File: src/rtl/cfg_avmm_resp.sv
// rtl/cfg_avmm_resp.sv - Avalon-MM config responder: ID/status/control register bank for one AIB channel.
// Optional error counter in reg0[31:16] when CFG_AVMM_RESP_ERRCNT_EN is defined.
module cfg_avmm_resp #(
  parameter logic [6:0]  BASE_ADDR    = 7'h00,
  parameter int          NUM_REGS     = 8,
  parameter int          RD_LATENCY   = 2,
  parameter logic [31:0] ID_VAL       = 32'hA1B0_0001,
  parameter logic [31:0] CTRL_RST_VAL = 32'h0
) (
  input  logic                          i_cfg_avmm_clk,
  input  logic                          i_cfg_avmm_rst,
  input  logic [16:0]                   i_cfg_avmm_addr,
  input  logic [3:0]                    i_cfg_avmm_byte_en,
  input  logic                          i_cfg_avmm_read,
  input  logic                          i_cfg_avmm_write,
  input  logic [31:0]                   i_cfg_avmm_wdata,
  input  logic [31:0]                   i_status,
  output logic [31:0]                   o_cfg_avmm_rdata,
  output logic                          o_cfg_avmm_rdatavld,
  output logic                          o_cfg_avmm_waitreq,
  output logic [32*(NUM_REGS-2)-1:0]    o_ctrl_regs
);

  localparam int AW = $clog2(NUM_REGS);
  localparam int NC = NUM_REGS - 2;

  localparam logic [1:0] ST_IDLE   = 2'd0;
  localparam logic [1:0] ST_ACK    = 2'd1;
  localparam logic [1:0] ST_RDWAIT = 2'd2;

  logic [1:0]            state;
  logic [AW-1:0]         widx;
  logic                  sel;
  logic                  acc_wr;
  logic                  acc_rd;
  logic [31:0]           ctrl_q [NC];
  logic [31:0]           status_q;
  logic [31:0]           pipe_d [RD_LATENCY];
  logic [RD_LATENCY-1:0] pipe_v;
  logic [31:0]           id_word;
  logic [31:0]           rd_word;
  logic                  unused_addr;

  assign widx = i_cfg_avmm_addr[2+AW-1:2];
  assign sel  = (i_cfg_avmm_read | i_cfg_avmm_write) && (i_cfg_avmm_addr[16:10] == BASE_ADDR);

  // Acceptance happens only in ACK; a dropped request there performs nothing. Write wins a collision.
  assign acc_wr = (state == ST_ACK) && sel && i_cfg_avmm_write;
  assign acc_rd = (state == ST_ACK) && sel && !i_cfg_avmm_write;

  assign o_cfg_avmm_waitreq  = (state != ST_ACK);
  assign o_cfg_avmm_rdata    = pipe_d[RD_LATENCY-1];
  assign o_cfg_avmm_rdatavld = pipe_v[RD_LATENCY-1];
  assign unused_addr         = ^i_cfg_avmm_addr[9:0];

  always_ff @(posedge i_cfg_avmm_clk) begin
    if (i_cfg_avmm_rst) begin
      state <= ST_IDLE;
    end else begin
      case (state)
        ST_IDLE:   if (sel) state <= ST_ACK;
        ST_ACK:    state <= acc_rd ? ST_RDWAIT : ST_IDLE;
        ST_RDWAIT: if (pipe_v[RD_LATENCY-1]) state <= ST_IDLE;
        default:   state <= ST_IDLE;
      endcase
    end
  end

  always_ff @(posedge i_cfg_avmm_clk) begin
    if (i_cfg_avmm_rst) begin
      status_q <= 32'h0;
    end else begin
      status_q <= i_status;
    end
  end

  // Data stages only load behind a valid, so the last stage holds rdata between pulses.
  always_ff @(posedge i_cfg_avmm_clk) begin
    if (i_cfg_avmm_rst) begin
      pipe_v <= '0;
      for (int i = 0; i < RD_LATENCY; i++) pipe_d[i] <= 32'h0;
    end else begin
      pipe_v[0] <= acc_rd;
      if (acc_rd) pipe_d[0] <= rd_word;
      for (int i = 1; i < RD_LATENCY; i++) begin
        pipe_v[i] <= pipe_v[i-1];
        if (pipe_v[i-1]) pipe_d[i] <= pipe_d[i-1];
      end
    end
  end

  always_ff @(posedge i_cfg_avmm_clk) begin
    if (i_cfg_avmm_rst) begin
      for (int i = 0; i < NC; i++) ctrl_q[i] <= CTRL_RST_VAL;
    end else if (acc_wr) begin
      for (int i = 0; i < NC; i++) begin
        if (widx == AW'(i + 2)) begin
          for (int b = 0; b < 4; b++) begin
            if (i_cfg_avmm_byte_en[b]) ctrl_q[i][8*b +: 8] <= i_cfg_avmm_wdata[8*b +: 8];
          end
        end
      end
    end
  end

  always_comb begin
    rd_word = 32'h0;
    if (widx == AW'(0)) begin
      rd_word = id_word;
    end else if (widx == AW'(1)) begin
      rd_word = status_q;
    end else begin
      for (int i = 0; i < NC; i++) begin
        if (widx == AW'(i + 2)) rd_word = ctrl_q[i];
      end
    end
  end

`ifdef CFG_AVMM_RESP_ERRCNT_EN
  logic [15:0] err_cnt;
  logic        err_evt;
  logic        err_clr;

  assign err_evt = acc_wr && ((widx < AW'(2)) || i_cfg_avmm_read);
  assign err_clr = acc_wr && (widx == AW'(0)) && (|i_cfg_avmm_byte_en[3:2]);

  // Clear takes priority, so an event coinciding with the clear is dropped.
  always_ff @(posedge i_cfg_avmm_clk) begin
    if (i_cfg_avmm_rst) begin
      err_cnt <= 16'h0;
    end else if (err_clr) begin
      err_cnt <= 16'h0;
    end else if (err_evt && (err_cnt != 16'hFFFF)) begin
      err_cnt <= err_cnt + 16'h1;
    end
  end

  assign id_word = {err_cnt, ID_VAL[15:0]};
`else
  assign id_word = ID_VAL;
`endif

  for (genvar g = 0; g < NC; g++) begin : g_ctrl_out
    assign o_ctrl_regs[32*g +: 32] = ctrl_q[g];
  end

endmodule

File: config.mk
export PLATFORM = sky130hd
export DESIGN_NAME = cfg_avmm_resp
export DESIGN_NICKNAME = d
export VERILOG_FILES = /design/src/rtl/cfg_avmm_resp.sv
export SDC_FILE = /design/constraint.sdc
export NUM_CORES = 1
export LEC_CHECK = 0
export CAP_MARGIN = 15
export CELL_PAD_IN_SITES_DETAIL_PLACEMENT = 0
export CELL_PAD_IN_SITES_GLOBAL_PLACEMENT = 1
export CORE_ASPECT_RATIO = 1.5
export CORE_MARGIN = 1
export CORE_UTILIZATION = 35
export DETAILED_ROUTE_END_ITERATION = 8
export GPL_TIMING_DRIVEN = 0
export PLACE_DENSITY = 0.76
export SYNTH_ARGS = -nofsm -noshare
export SYNTH_HDL_FRONTEND = slang
export SYNTH_SLANG_ARGS = --single-unit
File: constraint.sdc
create_clock -name i_cfg_avmm_clk -period 2 [get_ports i_cfg_avmm_clk]
set_input_delay 0.2 -clock i_cfg_avmm_clk [delete_from_list [all_inputs] [get_ports i_cfg_avmm_clk]]
set_output_delay 0.2 -clock i_cfg_avmm_clk [all_outputs]
set_load 0.03 [all_outputs]
* After elaboration in Yosys (flattened, before gate mapping)
Memory sizes are Yosys's and may differ from the RTL's. Cells that the tools add are included.
Storage, ports and cells: flip-flop bits (word level) 36, memory bits (read-only) 0, input bits 89, memories kept 2, latch bits 0, output and inout port bits 226, RAM bits 256
Memories:
- ctrl_q | words 6, width 32, rd ports 6, clocked after Yosys merged registers in 0, write ports 6, line 36 | logic [31:0] ctrl_q [NC];
- pipe_d | words 2, width 32, rd ports 2, clocked after Yosys merged registers in 0, write ports 2, line 38 | logic [31:0] pipe_d [RD_LATENCY];
Operators by class: reduce and logical (&&, ||, !) cells 9, order comparisons 0, bitwise logic cells 27, equal/unequal tests 12, $add $sub $neg 0, multiply operators 0, muxes and demuxes 146, shift-type cells 0, divide/modulo/power cells 0
Operator list (number):
- 32-bit 2-to-1 mux | 10
- 8-bit 2-to-1 mux | 24
- 1-bit 2-to-1 mux | 108
- 1-bit OR | 27
- 3-bit == test, second input constant | 4
- 7-bit zero test | 1
- 3-bit by 2-bit == test with 1-bit output, second input constant | 2
- 2-bit 2-to-1 mux | 3
- 2-bit one-hot mux with 3 select lines | 1
- 1-bit logical AND | 4
- 2-bit inequality test, second input constant | 2
- 3-bit by 1-bit == test with 1-bit output, second input constant | 1
- 3-bit zero test | 1
- 2-bit by 1-bit == test with 1-bit output, second input constant | 1
- 2-bit == test, second input constant | 1
- 2-bit zero test | 1
- 2-bit by 1-bit inequality test with 1-bit output, second input constant | 1
- 2-bit AND reduction | 1
- 1-bit zero test | 1

* Depth between registers and ports, before layout
depth in word-level cells 10, depth in mapped cells 7

* Worst setup path before layout
Ideal clock, no wire load.
path type in2reg, from input i_cfg_avmm_addr[12], to memory ctrl_q[1][0], enable pin, arrival time 1.748 ns, buffers on the path 0, cell stages on the path 4, slack -0.122 ns, library setup time 0.375 ns, cells stage by stage or4_1 > nor3_1 > nand2_1 > o21bai_1
RTL lines:
- from (decl) | line 12 | input logic [16:0] i_cfg_avmm_addr,
- to (decl) | line 36

==> results.json <==
{
  "htreeDepth": 1,
  "slew_headroom_pct": 37.96,
  "drcViolationCount": 0,
  "avgSynthCellArea_um2": 12.24,
  "worstPathMaxFanout": 7,
  "critPathKind": "flip-flop to flip-flop",
  "nets": 1465,
  "synth_top_area_cell": "edfxtp_1",
  "finalPower_mw": 13.83,
  "clkSlewWorstSetupHoldPaths_ps": 60,
  "pin_count": 315,
  "drt-wirelength-per-cell_um": 25.13,
  "cts.sinks": 292,
  "peakVddDrop_mv": 0.5546,
  "postLayoutSetupSlackWorst_ps": -43.37,
  "holdBufCountCts": 0,
  "synthToLayoutAreaGrowth_pct": 43.86,
  "finClkSkew_ps": 12.05,
  "hold_viol": 0,
  "worst-endpoint-arrival_ps": 2350,
  "yosysTopAreaCellShare_pct": 61.57,
  "routed_wl_um": 47000,
  "r2r.worst_path.cells": 4,
  "cap_violations": 0,
  "core_um2": 35100,
  "die-area_um2": 36450,
  "worstSkewPairLatency_ps": 560,
  "netlist_area_um2": 12490,
  "multi_input_area_um2": 4008,
  "antenna_left": 0,
  "min_period_over_period_pct": 102.2,
  "worstMarginPinSlew_ps": 927.2,
  "ys_types": 39,
  "p_leak_nw": 6.370,
  "rr_endpoint": "pipe_d[0][2]",
  "max_freq_mhz": 489.4,
  "setup.worst_path.end_class": "flip-flop",
  "drt_pre_antenna_iters": 5,
  "cts.path.max_buffers": 3,
  "yosysMostFrequentCell": "edfxtp_1",
  "synth-seq-cells": 292,
  "finalSetupViolCount": 1,
  "hold_depth": 2,
  "grt_max_degree": 33,
  "power.density_nw_per_um2": 769.9,
  "crit_path_end": "pipe_d[0][2]",
  "synthTopCellsByCount": "256 x edfxtp_1, 203 x nor2_1, 61 x clkbuf_1",
  "n_fill_cell": 3147,
  "final-seq-area_um2": 8409,
  "yosys_warnings": 0,
  "die_h_um": 233.3,
  "hp-class": "input port to flip-flop",
  "crit_path_start_kind": "flip-flop",
  "synth-async-reset-ratio_pct": 0,
  "synth-edff-count": 256,
  "io_buffer_count": 299,
  "critPathRequiredTime_ps": 2300,
  "drive_gt1_share_pct": 16.76,
  "cts_tree": "done",
  "netlist_instances": 1020,
  "synth.area.top_cells": "edfxtp_1 62%, nor2_1 6.1%, dfxtp_1 5.8%",
  "maxSlewViolCount": 0,
  "cp-startpoint": "state[1]",
  "fp.dieW_um": 156.2,
  "clockRootBuffer": "clkbuf_16",
  "antenna_found_initial": 1,
  "cts_made_buffers": 27,
  "violations": "setup timing",
  "rows": 84,
  "drtIter0Drc": 848,
  "hpwl_um": 35630,
  "grt-ovfl-total": 0,
  "hold_slack_ps": 193.5,
  "min_period_ps": 2043,
  "synth_flop_cell": "edfxtp_1",
  "vias_per_cell": 5.308,
  "gp_congestion": 0.9096,
  "grt_setup_unrepaired": "yes",
  "r2r-start": "state[1]",
  "status": "finished, violations left",
  "grt_pass1_wl_um": 64830,
  "grt_pass1_vias": 9815,
  "start_util_pct": 35.57,
  "grt_use_total_pct": 25.43,
  "min_from": "i_status[25]",
  "syn_nets": 1109,
  "via_count": 9926,
  "ys_seq_area_share_pct": 67.34,
  "r2r_slack_ps": -40
}
registers in the layout (all words and copies together) (netlist names):
name      cells
ctrl_q      192
pipe_d       64
pipe_v        2
state         2
status_q     32
placed cells by master (no fill, tap or decap), types with 18 or more instances in the layout:
master           count
nand2_1             47
clkbuf_1            35
clkdlybuf4s50_1    298
nor2_1             202
edfxtp_1           256
nor3_1              20
o22ai_1             43
a21oi_1             37
nor2b_1             38
buf_4               49
a22o_1              25
o21bai_4            24
and2_1              33
mux2_2              32
buf_12              18
a22oi_1             18
dfxtp_1             35
clkbuf_16           27
critical path: stages (launching register included):
cell,delay (ps)
dfxtp_2,350
nor4bb_4,300
a31oi_2,170
or3_4,500
nor3_1,460
logic make-up (layout without fill, tap and decap cells):
kind of cell    count (synthesis)  in the layout  synth area share [%]
compound gates                176            176                 10.00
mux                            39             39                 3.447
flops                         292            292                 67.34
simple gates                  402            402                 14.82
other cells                     0              1                     0
buf+inv                       111            487                 4.389
metal layers:
layer	up-vias	share of wire, %	GRT usage [%]
met5	-	0	0
met1	4728	33	28.01
met3	165	9.1	4.341
li1	4381	-	-
met2	652	50	44.35
met4	0	7.6	17.77
timing repair:
action	in CTS	in global routing
endpoints found under the setup margin	410	146
setup buffers	27	4
pin swaps	24	7
endpoints found under the hold margin	0	0
resized for setup	105	53
power by group:
group,internal [mW],switching [mW]
clock,2.81,2.29
combinational,0.740,1.04
sequential,6.82,0.139
total,10.4,3.47
how the worst min path moves through the flow:
stage | slack, ps | to
final | 190 | status_q[25]
after detailed placement | 470 | state[0]
after global placement | 450 | state[0]
after global routing | 210 | status_q[25]
after floorplan | 280 | pipe_v[0]
after CTS | 190 | status_q[25]
final cells by class:
cell class / instances / share of cell area (%)
well taps: 473 / 3.295
multi-input cells: 617 / 22.31
diodes: 1 / 0.01393
inverters: 2 / 0.04179
clock buffers: 34 / 4.019
plain buffers: 105 / 3.441
flip-flops and latches: 292 / 46.82
clock inverters: 15 / 0.7035
repair buffers: 331 / 19.36
stage by stage:
step	instances	cell area (um2)	setup WS, ps	TNS (ps)	utilization, %
floorplan	1020	12490	-122.2	-23060	-
global placement	1792	16070	-1739	-540870	45.78
detailed placement	1793	16100	-1854	-550920	45.86
CTS	1866	17780	7.944	0	50.65
global route	1870	17960	-68.07	-166.6	51.17
finish	1870	17960	-43.37	-43.37	51.17
(Power assumes the default switching activity.)
